## src/rtl/len5_pkg.sv

```systemverilog
`default_nettype none
// ============================================================================
//  Module      : len5_pkg
//  Description : Core-wide architectural widths shared by the fetch path.
//  Revision    : 1.0 - initial release
// ============================================================================
package len5_pkg;

    // Fetch address width.
    localparam int unsigned XLEN = 64;

    // Instruction word width.
    localparam int unsigned ILEN = 32;

endpackage
`default_nettype wire

```

## src/rtl/fetch_pkg.sv

```systemverilog
`default_nettype none
// ============================================================================
//  Module      : fetch_pkg
//  Description : Types and defaults for the fetch-to-memory interface unit.
//  Revision    : 1.0 - initial release
// ============================================================================
package fetch_pkg;

    import len5_pkg::*;

    // Default number of in-flight plus buffered fetches.
    localparam int unsigned c_FETCH_DEPTH = 4;

    // One fetched instruction as handed to the decode stage.
    typedef struct packed {
        logic [XLEN-1:0] pc;
        logic [ILEN-1:0] instr;
        logic            except;
    } fetch_out_t;

endpackage
`default_nettype wire

```

## src/rtl/fetch_mem_if_if.sv

```systemverilog
`default_nettype none
// ============================================================================
//  Module      : fetch_mem_if_if
//  Description : Instruction-memory read bus: request channel plus in-order,
//                non-back-pressured response channel.
//  Revision    : 1.0 - initial release
// ============================================================================
interface fetch_mem_if_if;

    import len5_pkg::*;

    logic            req_valid;
    logic            req_ready;
    logic [XLEN-1:0] req_addr;
    logic            rsp_valid;
    logic [ILEN-1:0] rsp_instr;
    logic            rsp_except;

    // Fetch unit side: issues requests, consumes responses.
    modport master (
        output req_valid,
        output req_addr,
        input  req_ready,
        input  rsp_valid,
        input  rsp_instr,
        input  rsp_except
    );

    // Memory side: accepts requests, produces responses.
    modport slave (
        input  req_valid,
        input  req_addr,
        output req_ready,
        output rsp_valid,
        output rsp_instr,
        output rsp_except
    );

endinterface
`default_nettype wire

```

## src/rtl/fifo_sync.sv

```systemverilog
`default_nettype none
// ============================================================================
//  Module      : fifo_sync
//  Description : Generic single-clock FIFO with occupancy count and a
//                synchronous clear. Head is shown combinationally on data_o.
//                DEPTH must be a power of two so the pointers wrap naturally.
//  Revision    : 1.0 - initial release
// ============================================================================
module fifo_sync #(
    parameter int unsigned WIDTH = 8,
    parameter int unsigned DEPTH = 4
) (
    input  logic                     clk_i,
    input  logic                     rst_ni,
    input  logic                     clear_i,
    input  logic                     push_i,
    input  logic [WIDTH-1:0]         data_i,
    input  logic                     pop_i,
    output logic [WIDTH-1:0]         data_o,
    output logic [$clog2(DEPTH):0]   count_o
);

    localparam int unsigned c_AW = $clog2(DEPTH);
    localparam int unsigned c_CW = c_AW + 1;

    logic [WIDTH-1:0] r_mem [DEPTH];
    logic [c_AW-1:0]  r_wr_ptr;
    logic [c_AW-1:0]  r_rd_ptr;
    logic [c_CW-1:0]  r_count;

    // Storage carries no reset: an entry is only ever read after being written.
    always_ff @(posedge clk_i) begin
        if (push_i) begin
            r_mem[r_wr_ptr] <= data_i;
        end
    end

    // Pointer and occupancy bookkeeping; a clear overrides any same-cycle push/pop.
    always_ff @(posedge clk_i or negedge rst_ni) begin
        if (!rst_ni) begin
            r_wr_ptr <= '0;
            r_rd_ptr <= '0;
            r_count  <= '0;
        end else if (clear_i) begin
            r_wr_ptr <= '0;
            r_rd_ptr <= '0;
            r_count  <= '0;
        end else begin
            if (push_i) begin
                r_wr_ptr <= r_wr_ptr + c_AW'(1);
            end
            if (pop_i) begin
                r_rd_ptr <= r_rd_ptr + c_AW'(1);
            end
            case ({push_i, pop_i})
                2'b10:   r_count <= r_count + c_CW'(1);
                2'b01:   r_count <= r_count - c_CW'(1);
                default: r_count <= r_count;
            endcase
        end
    end

    assign data_o  = r_mem[r_rd_ptr];
    assign count_o = r_count;

endmodule
`default_nettype wire

```

## src/rtl/fetch_mem_if.sv

```systemverilog
`default_nettype none
// ============================================================================
//  Module      : fetch_mem_if
//  Description : Bridges the PC generator to instruction memory. Tracks the
//                PCs of outstanding reads, pairs them with in-order responses,
//                buffers results for decode, and discards stale responses
//                after a flush. A shared credit bounds outstanding + buffered
//                + still-to-be-discarded fetches to DEPTH, so the output FIFO
//                can never overflow.
//  Revision    : 1.0 - initial release
// ============================================================================
module fetch_mem_if
    import len5_pkg::*;
    import fetch_pkg::*;
#(
    parameter int unsigned DEPTH = c_FETCH_DEPTH
) (
    input  logic                  clk_i,
    input  logic                  rst_ni,
    input  logic                  flush_i,
    input  logic                  pc_valid_i,
    input  logic [XLEN-1:0]       pc_i,
    output logic                  pc_ready_o,
    fetch_mem_if_if.master        mem,
    output logic                  instr_valid_o,
    input  logic                  instr_ready_i,
    output fetch_out_t            instr_o
);

    localparam int unsigned          c_CNT_W   = $clog2(DEPTH) + 1;
    localparam int unsigned          c_SUM_W   = c_CNT_W + 2;
    localparam int unsigned          c_OUT_W   = $bits(fetch_out_t);
    localparam logic [c_SUM_W-1:0]   c_DEPTH_S = c_SUM_W'(DEPTH);

    // The PC FIFO occupancy is the pending count: one entry per outstanding read.
    logic [c_CNT_W-1:0] w_pending_cnt;
    logic [c_CNT_W-1:0] w_buf_cnt;
    logic [c_CNT_W-1:0] r_discard_cnt;

    logic [c_SUM_W-1:0] w_committed;
    logic               w_credit_ok;
    logic               w_req_valid;
    logic               w_accept;

    logic               w_discard_active;
    logic               w_rsp_owed;
    logic               w_rsp_stale;
    logic               w_rsp_match;
    logic               w_rsp_keep;
    logic               w_instr_pop;

    logic [XLEN-1:0]    w_rsp_pc;
    fetch_out_t         w_push_entry;
    logic [c_OUT_W-1:0] w_head_bits;

    // ---------------------------------------------------------------- request
    assign w_committed = c_SUM_W'(w_pending_cnt) + c_SUM_W'(w_buf_cnt)
                       + c_SUM_W'(r_discard_cnt);
    assign w_credit_ok = (w_committed < c_DEPTH_S);

    // rst_ni gating keeps the request quiet while reset is held.
    assign w_req_valid   = rst_ni & pc_valid_i & ~flush_i & w_credit_ok;
    assign w_accept      = w_req_valid & mem.req_ready;
    assign mem.req_valid = w_req_valid;
    assign mem.req_addr  = pc_i;
    assign pc_ready_o    = w_accept;

    // --------------------------------------------------------------- response
    // Responses arrive in order, so stale ones (pre-flush) always come first.
    assign w_discard_active = (r_discard_cnt != '0);
    assign w_rsp_owed       = mem.rsp_valid & (w_discard_active | (w_pending_cnt != '0));
    assign w_rsp_stale      = mem.rsp_valid & w_discard_active;
    assign w_rsp_match      = mem.rsp_valid & ~w_discard_active & (w_pending_cnt != '0);
    assign w_rsp_keep       = w_rsp_match & ~flush_i;

    assign w_push_entry = '{pc: w_rsp_pc, instr: mem.rsp_instr, except: mem.rsp_except};

    // ----------------------------------------------------------------- output
    assign instr_valid_o = (w_buf_cnt != '0);
    assign w_instr_pop   = instr_valid_o & instr_ready_i;
    assign instr_o       = fetch_out_t'(w_head_bits);

    // Outstanding-read PCs, consumed by every response that belongs to them.
    fifo_sync #(
        .WIDTH (XLEN),
        .DEPTH (DEPTH)
    ) u_pc_fifo (
        .clk_i   (clk_i),
        .rst_ni  (rst_ni),
        .clear_i (flush_i),
        .push_i  (w_accept),
        .data_i  (pc_i),
        .pop_i   (w_rsp_match),
        .data_o  (w_rsp_pc),
        .count_o (w_pending_cnt)
    );

    // Completed fetches waiting for decode; written only, so no bypass path.
    fifo_sync #(
        .WIDTH (c_OUT_W),
        .DEPTH (DEPTH)
    ) u_instr_fifo (
        .clk_i   (clk_i),
        .rst_ni  (rst_ni),
        .clear_i (flush_i),
        .push_i  (w_rsp_keep),
        .data_i  (w_push_entry),
        .pop_i   (w_instr_pop),
        .data_o  (w_head_bits),
        .count_o (w_buf_cnt)
    );

    // On flush every read still owed by memory (minus one answered now) becomes stale.
    always_ff @(posedge clk_i or negedge rst_ni) begin
        if (!rst_ni) begin
            r_discard_cnt <= '0;
        end else if (flush_i) begin
            r_discard_cnt <= r_discard_cnt + w_pending_cnt - c_CNT_W'(w_rsp_owed);
        end else if (w_rsp_stale) begin
            r_discard_cnt <= r_discard_cnt - c_CNT_W'(1);
        end
    end

    // Memory must never answer a read that nobody is waiting for.
    a_no_orphan_rsp: assert property (@(posedge clk_i) disable iff (!rst_ni)
        !(mem.rsp_valid && (r_discard_cnt == '0) && (w_pending_cnt == '0)));

endmodule
`default_nettype wire

```

## src/flat_wrapper.sv

```systemverilog
// flat-port wrapper written by rule: the top's interface ports become plain ports
module fetch_mem_if_flat import len5_pkg::*; import fetch_pkg::*;
#(
    parameter int unsigned DEPTH = c_FETCH_DEPTH
)
  (clk_i, rst_ni, flush_i, pc_valid_i, pc_i, pc_ready_o, instr_valid_o, instr_ready_i, instr_o, mem_req_valid, mem_req_addr, mem_req_ready, mem_rsp_valid, mem_rsp_instr, mem_rsp_except);
  fetch_mem_if_if mem_i ();
  input  logic clk_i;
  input  logic rst_ni;
  input  logic flush_i;
  input  logic pc_valid_i;
  input  logic [XLEN-1:0] pc_i;
  output logic pc_ready_o;
  output logic instr_valid_o;
  input  logic instr_ready_i;
  output fetch_out_t instr_o;
  output wire logic [$bits(mem_i.req_valid)-1:0] mem_req_valid;
  output wire logic [$bits(mem_i.req_addr)-1:0] mem_req_addr;
  input wire logic [$bits(mem_i.req_ready)-1:0] mem_req_ready;
  input wire logic [$bits(mem_i.rsp_valid)-1:0] mem_rsp_valid;
  input wire logic [$bits(mem_i.rsp_instr)-1:0] mem_rsp_instr;
  input wire logic [$bits(mem_i.rsp_except)-1:0] mem_rsp_except;
  assign mem_req_valid = mem_i.req_valid;
  assign mem_req_addr = mem_i.req_addr;
  assign mem_i.req_ready = mem_req_ready;
  assign mem_i.rsp_valid = mem_rsp_valid;
  assign mem_i.rsp_instr = mem_rsp_instr;
  assign mem_i.rsp_except = mem_rsp_except;
  fetch_mem_if #(.DEPTH(DEPTH)) u_core (.clk_i(clk_i), .rst_ni(rst_ni), .flush_i(flush_i), .pc_valid_i(pc_valid_i), .pc_i(pc_i), .pc_ready_o(pc_ready_o), .mem(mem_i), .instr_valid_o(instr_valid_o), .instr_ready_i(instr_ready_i), .instr_o(instr_o));
endmodule
```

## config.mk

```make
export PLATFORM = sky130hd
export DESIGN_NAME = fetch_mem_if_flat
export DESIGN_NICKNAME = d
export VERILOG_FILES = /design/src/rtl/len5_pkg.sv /design/src/rtl/fetch_pkg.sv /design/src/rtl/fetch_mem_if_if.sv /design/src/rtl/fifo_sync.sv /design/src/rtl/fetch_mem_if.sv /design/src/flat_wrapper.sv
export SDC_FILE = /design/constraint.sdc
export NUM_CORES = 1
export LEC_CHECK = 0
export ABC_AREA = 1
export BUFFER_PORTS_ARGS = -buffer_cell sky130_fd_sc_hd__buf_2
export CAP_MARGIN = 15
export CELL_PAD_IN_SITES_DETAIL_PLACEMENT = 2
export CELL_PAD_IN_SITES_GLOBAL_PLACEMENT = 2
export CORE_MARGIN = 3
export CORE_UTILIZATION = 41
export CTS_CLUSTER_DIAMETER = 50
export DETAILED_ROUTE_END_ITERATION = 10
export GPL_TIMING_DRIVEN = 0
export PLACE_DENSITY = 0.89
export RECOVER_POWER = 50
export REMOVE_ABC_BUFFERS = 1
export SETUP_SLACK_MARGIN = 0.1
export SYNTH_ARGS = -nofsm -noshare
export SYNTH_HDL_FRONTEND = slang
export SYNTH_HIERARCHICAL = 1
export SYNTH_SLANG_ARGS = --single-unit
```

## constraint.sdc

```tcl
create_clock -name clk_i -period 5.23 [get_ports clk_i]
set_input_delay 1.3075 -clock clk_i [delete_from_list [all_inputs] [get_ports clk_i]]
set_output_delay 1.3075 -clock clk_i [all_outputs]
set_load 0.005 [all_outputs]
```

==> impl_metrics.csv <==
group,metric,value,unit
run_status,status,"finished, violations left",
run_status,failed_checks,"max-capacitance violations, max-slew violations",
clocking,cts_tree,"built",
worst_setup_path,crit_path_start,"u_core/u_pc_fifo/count_o[1]",
worst_setup_path,critPathMaxFanout,9,
place,place.detailed.instances,2768,
route,drt_drc_violations_left,0,
pwr,pwr-share-seq,49.9,%
min_path,hp-start,"u_core/u_instr_fifo/count_o[2]",
timing,rsz0062_at_grt,"no",
worst_setup_path,setup.worst_path.end,"pc_ready_o",
layout,proportion_of_layout_cells_with_a_drive_suffix_above_1,13.0,%
logic_synthesis,synth.ff_latch_count,661,
worst_setup_path,worst-endpoint-arrival,3470,ps
logic_synthesis,ys.warnings.count,6,
clocking,clock-sinks,661,
clocking,path_clk_slew,60,ps
worst_setup_path,slowest_cell_on_the_critical_path,"sky130_fd_sc_hd__fa_1",
worst_setup_path,crit_type,"reg -> out",
route,vias,16300,
logic_synthesis,avgSynthCellArea,14.1,um2
die,floorplan.die_area,65700,um2
timing,finalSetupViolCount,0,
layout,layout-area-overhead-vs-synth,15.9,%
route,drt-wirelength-per-cell,28.1,um
timing,timing.final.crit_share,91.4,%
pwr,power.net_switching,2560,uW
die,core_area,61800,um2
clocking,cts_inserted_buffers,80,
logic_synthesis,synth_cells,1819,
logic_synthesis,yosysUniqueCellTypes,24,
logic_synthesis,synth.cell_area,25700,um2
clocking,post_cts.resized_instances,0,
clocking,clk_path_buf_depth,3,
layout,final_core_utilization,48.2,%
timing,final_number_of_hold_violating_endpoints,0,
pwr,vdd_drop_max,0.000314,V
route,drt_first_iter_violations,1235,
global_route,grt_start_max_net_pins,113,
worst_setup_path,reg2regPathDepth,3,
pwr,power.share.combinational,3.6,%
worst_setup_path,reg2reg_setup_slack,490,ps
worst_setup_path,reg2reg_start,"u_core/u_pc_fifo/r_rd_ptr[1]",
route,drt.antenna.violating_nets,0,
die,top_level_ports,268,
timing,worstMarginPinSlew,3170,ps
worst_setup_path,path_cells,"inv_1, fa_1, a21oi_1, fa_1, inv_1, nand4_1, a21oi_1, nand2_1, nor2_2, buf_2",
timing,min_tclk_post_route,4780,ps
route,first_pass_iters,5,
clocking,ctsRootBufferMaster,"sky130_fd_sc_hd__clkbuf_16",
die,rows,91,
place,place_congestion,0.715,
worst_setup_path,critical-path-max-stage-delay,520,ps
route,detail_route.wirelength,81800,um
pwr,total_power,11800,uW
pwr,power_report.internal_total,9190,uW
pwr,swShare,21.8,%
layout,filler_cell_count,6015,
layout,final_cell_count_no_fill,2912,
die,die_width,256,um
layout,n_antenna_cell,0,
timing,relative_max_transition_margin,-111,%
die,dieHeight,256,um
timing,final.setup_skew,17.1,ps
min_path,min-delay-path-class,"reg -> reg",
place,portBuffers,267,
clocking,post-cts-setup-buffer-count,0,
worst_setup_path,crit_required,3920,ps
layout,final_nets,2138,
pwr,clkPwrFrac,46.5,%
route,viasPerCell,5.61,
global_route,track_usage,24.7,%
die,initial_utilization,41.6,%
global_route,grt_remaining_overflow,0,
run,max-cap-violations,5,
worst_setup_path,rr_endpoint,"u_core/u_instr_fifo/r_mem[2][53]",
pwr,power.static_leakage,0.0101,uW
worst_setup_path,setup.worst_path.start_class,"flip-flop",
timing,fmax,209,MHz
global_route,grt_pass1_vias,18900,
place,detailed_placer_s_ending_hpwl,47300,um
clocking,clk-insertion-delay-late,620,ps
global_route,antenna_violations_before_repair,0,
clocking,cts-hold-fix-buffers,0,
timing,final-max-slew-violation-count,206,
worst_setup_path,worstSetupEndpointType,"output port",
clocking,htree_levels,3,
global_route,global_route_wire_length_before_repair,122000,um
logic_synthesis,synth.yosys.seq_area_share,76.9,%
pwr,power.density_cell_area,395,nW/um2
==> metrics by stage <==
step / setup slack, ps / hold WS, ps / instance area, um2 / TNS [ps]
floorplan: -980 / 490 / 24600 / -91670
global placement: -5900 / 522 / 27000 / -1532040
detailed placement: 1240 / 549 / 27400 / 0
CTS: 434 / 578 / 30000 / 0
global route: 242 / 624 / 29800 / 0
finish: 448 / 579 / 29800 / 0
==> synthesized netlist by cell type, drive strengths merged <==
library cell	number	share of area, %
a21oi	8	0.16
edfxtp	644	75
o21ai	335	6.5
o31ai	1	0.029
a21boi	1	0.029
nand3	13	0.25
clkbuf	43	0.63
fa	6	0.47
nand4	1	0.024
clkinv	1	0.015
inv	55	0.82
o22ai	161	3.9
nand2	64	0.93
dfrtp	17	1.7
nor2	326	4.8
ha	15	0.73
nor3	1	0.019
buf	127	3.8
==> worst max-delay path, delay by kind of cell, from the launching register on <==
| family | cells | cell delay, ps |
|---|---|---|
| and+or+nand+nor | 3 | 570 |
| buffers and inverters | 3 | 410 |
| DFF | 1 | 420 |
| adders and majority gates | 2 | 1000 |
| AOI/OAI and AO/OA | 2 | 450 |
==> layout by cell type, fill, tap and decap left out, types with 9 or more instances in the layout <==
cell / synthesis / routed
sky130_fd_sc_hd__edfxtp_1: 644 / 644
sky130_fd_sc_hd__nor2_1: 325 / 325
sky130_fd_sc_hd__o21ai_0: 224 / 259
sky130_fd_sc_hd__clkbuf_1: 43 / 166
sky130_fd_sc_hd__o22ai_1: 161 / 161
sky130_fd_sc_hd__buf_2: 33 / 109
sky130_fd_sc_hd__clkbuf_16: 0 / 81
sky130_fd_sc_hd__o21ai_1: 111 / 76
sky130_fd_sc_hd__nand2_1: 64 / 64
sky130_fd_sc_hd__inv_1: 47 / 43
sky130_fd_sc_hd__ha_1: 15 / 15
sky130_fd_sc_hd__dfrtp_1: 17 / 14
sky130_fd_sc_hd__buf_16: 0 / 14
sky130_fd_sc_hd__nand3_1: 13 / 13
sky130_fd_sc_hd__clkinv_2: 0 / 11
sky130_fd_sc_hd__clkbuf_2: 0 / 11
sky130_fd_sc_hd__inv_6: 0 / 9
==> power groups by stage <==
stage | Clock, uW | Combinational (uW) | Sequential, uW
after floorplan | 0 | 181 | 5970
after CTS | 5590 | 443 | 5860
final | 5470 | 423 | 5860
after global placement | 0 | 346 | 5970
after detailed placement | 0 | 430 | 5970
after global routing | 5810 | 471 | 5860
==> layer usage <==
metal | part of all wire (%) | vias to the layer above | wire length (um) | global-route usage (%)
met5 | 0 | - | 0 | 0
met1 | 39 | 8681 | 32000 | 29.0
met3 | 4.0 | 122 | 3280 | 3.86
met4 | 2.3 | 0 | 1870 | 6.43
li1 | - | 7085 | - | -
met2 | 55 | 438 | 44600 | 46.9
==> worst min path at each step <==
stage                                                 to  slack, ps  depth (start not counted)
final                     u_core/u_instr_fifo/count_o[2]        580                          2
after global routing      u_core/u_instr_fifo/count_o[1]        620                          2
after CTS                 u_core/u_instr_fifo/count_o[2]        580                          2
after detailed placement  u_core/u_instr_fifo/count_o[2]        550                          2
after global placement    u_core/u_instr_fifo/count_o[2]        520                          2
after floorplan           u_core/u_instr_fifo/count_o[2]        490                          2
==> flip-flops by register name, indices dropped and copies added, names as in the netlist <==
register	count
u_core/u_pc_fifo/r_wr_ptr	2
u_core/u_instr_fifo/r_wr_ptr	2
u_core/u_pc_fifo/r_rd_ptr	2
u_core/u_instr_fifo/r_rd_ptr	2
u_core/u_instr_fifo/count_o	3
u_core/r_discard_cnt	3
u_core/u_pc_fifo/r_mem	256
u_core/u_pc_fifo/count_o	3
u_core/u_instr_fifo/r_mem	388
==> cells by family (layout without fill, tap and decap cells) <==
group,Yosys count,in the layout,share of synthesized area (%)
DFF,661,661,76.9
AOI/OAI and AO/OA,506,506,10.7
and+or+nand+nor,405,405,6.00
buffers and inverters,226,482,5.23
adders and majority gates,21,21,1.20
==> cell type report <==
class	count	area, um2	share of cell area [%]
Inverter	56	235	0.790
Multi-Input combinational cell	932	4590	15.4
Clock inverter	44	480	1.61
Clock buffer	100	2100	7.05
Sequential cell	661	19800	66.4
Timing Repair Buffer	282	1560	5.23
Tap cell	837	1050	3.52
No activity file was read; power rests on OpenSTA's default activity.
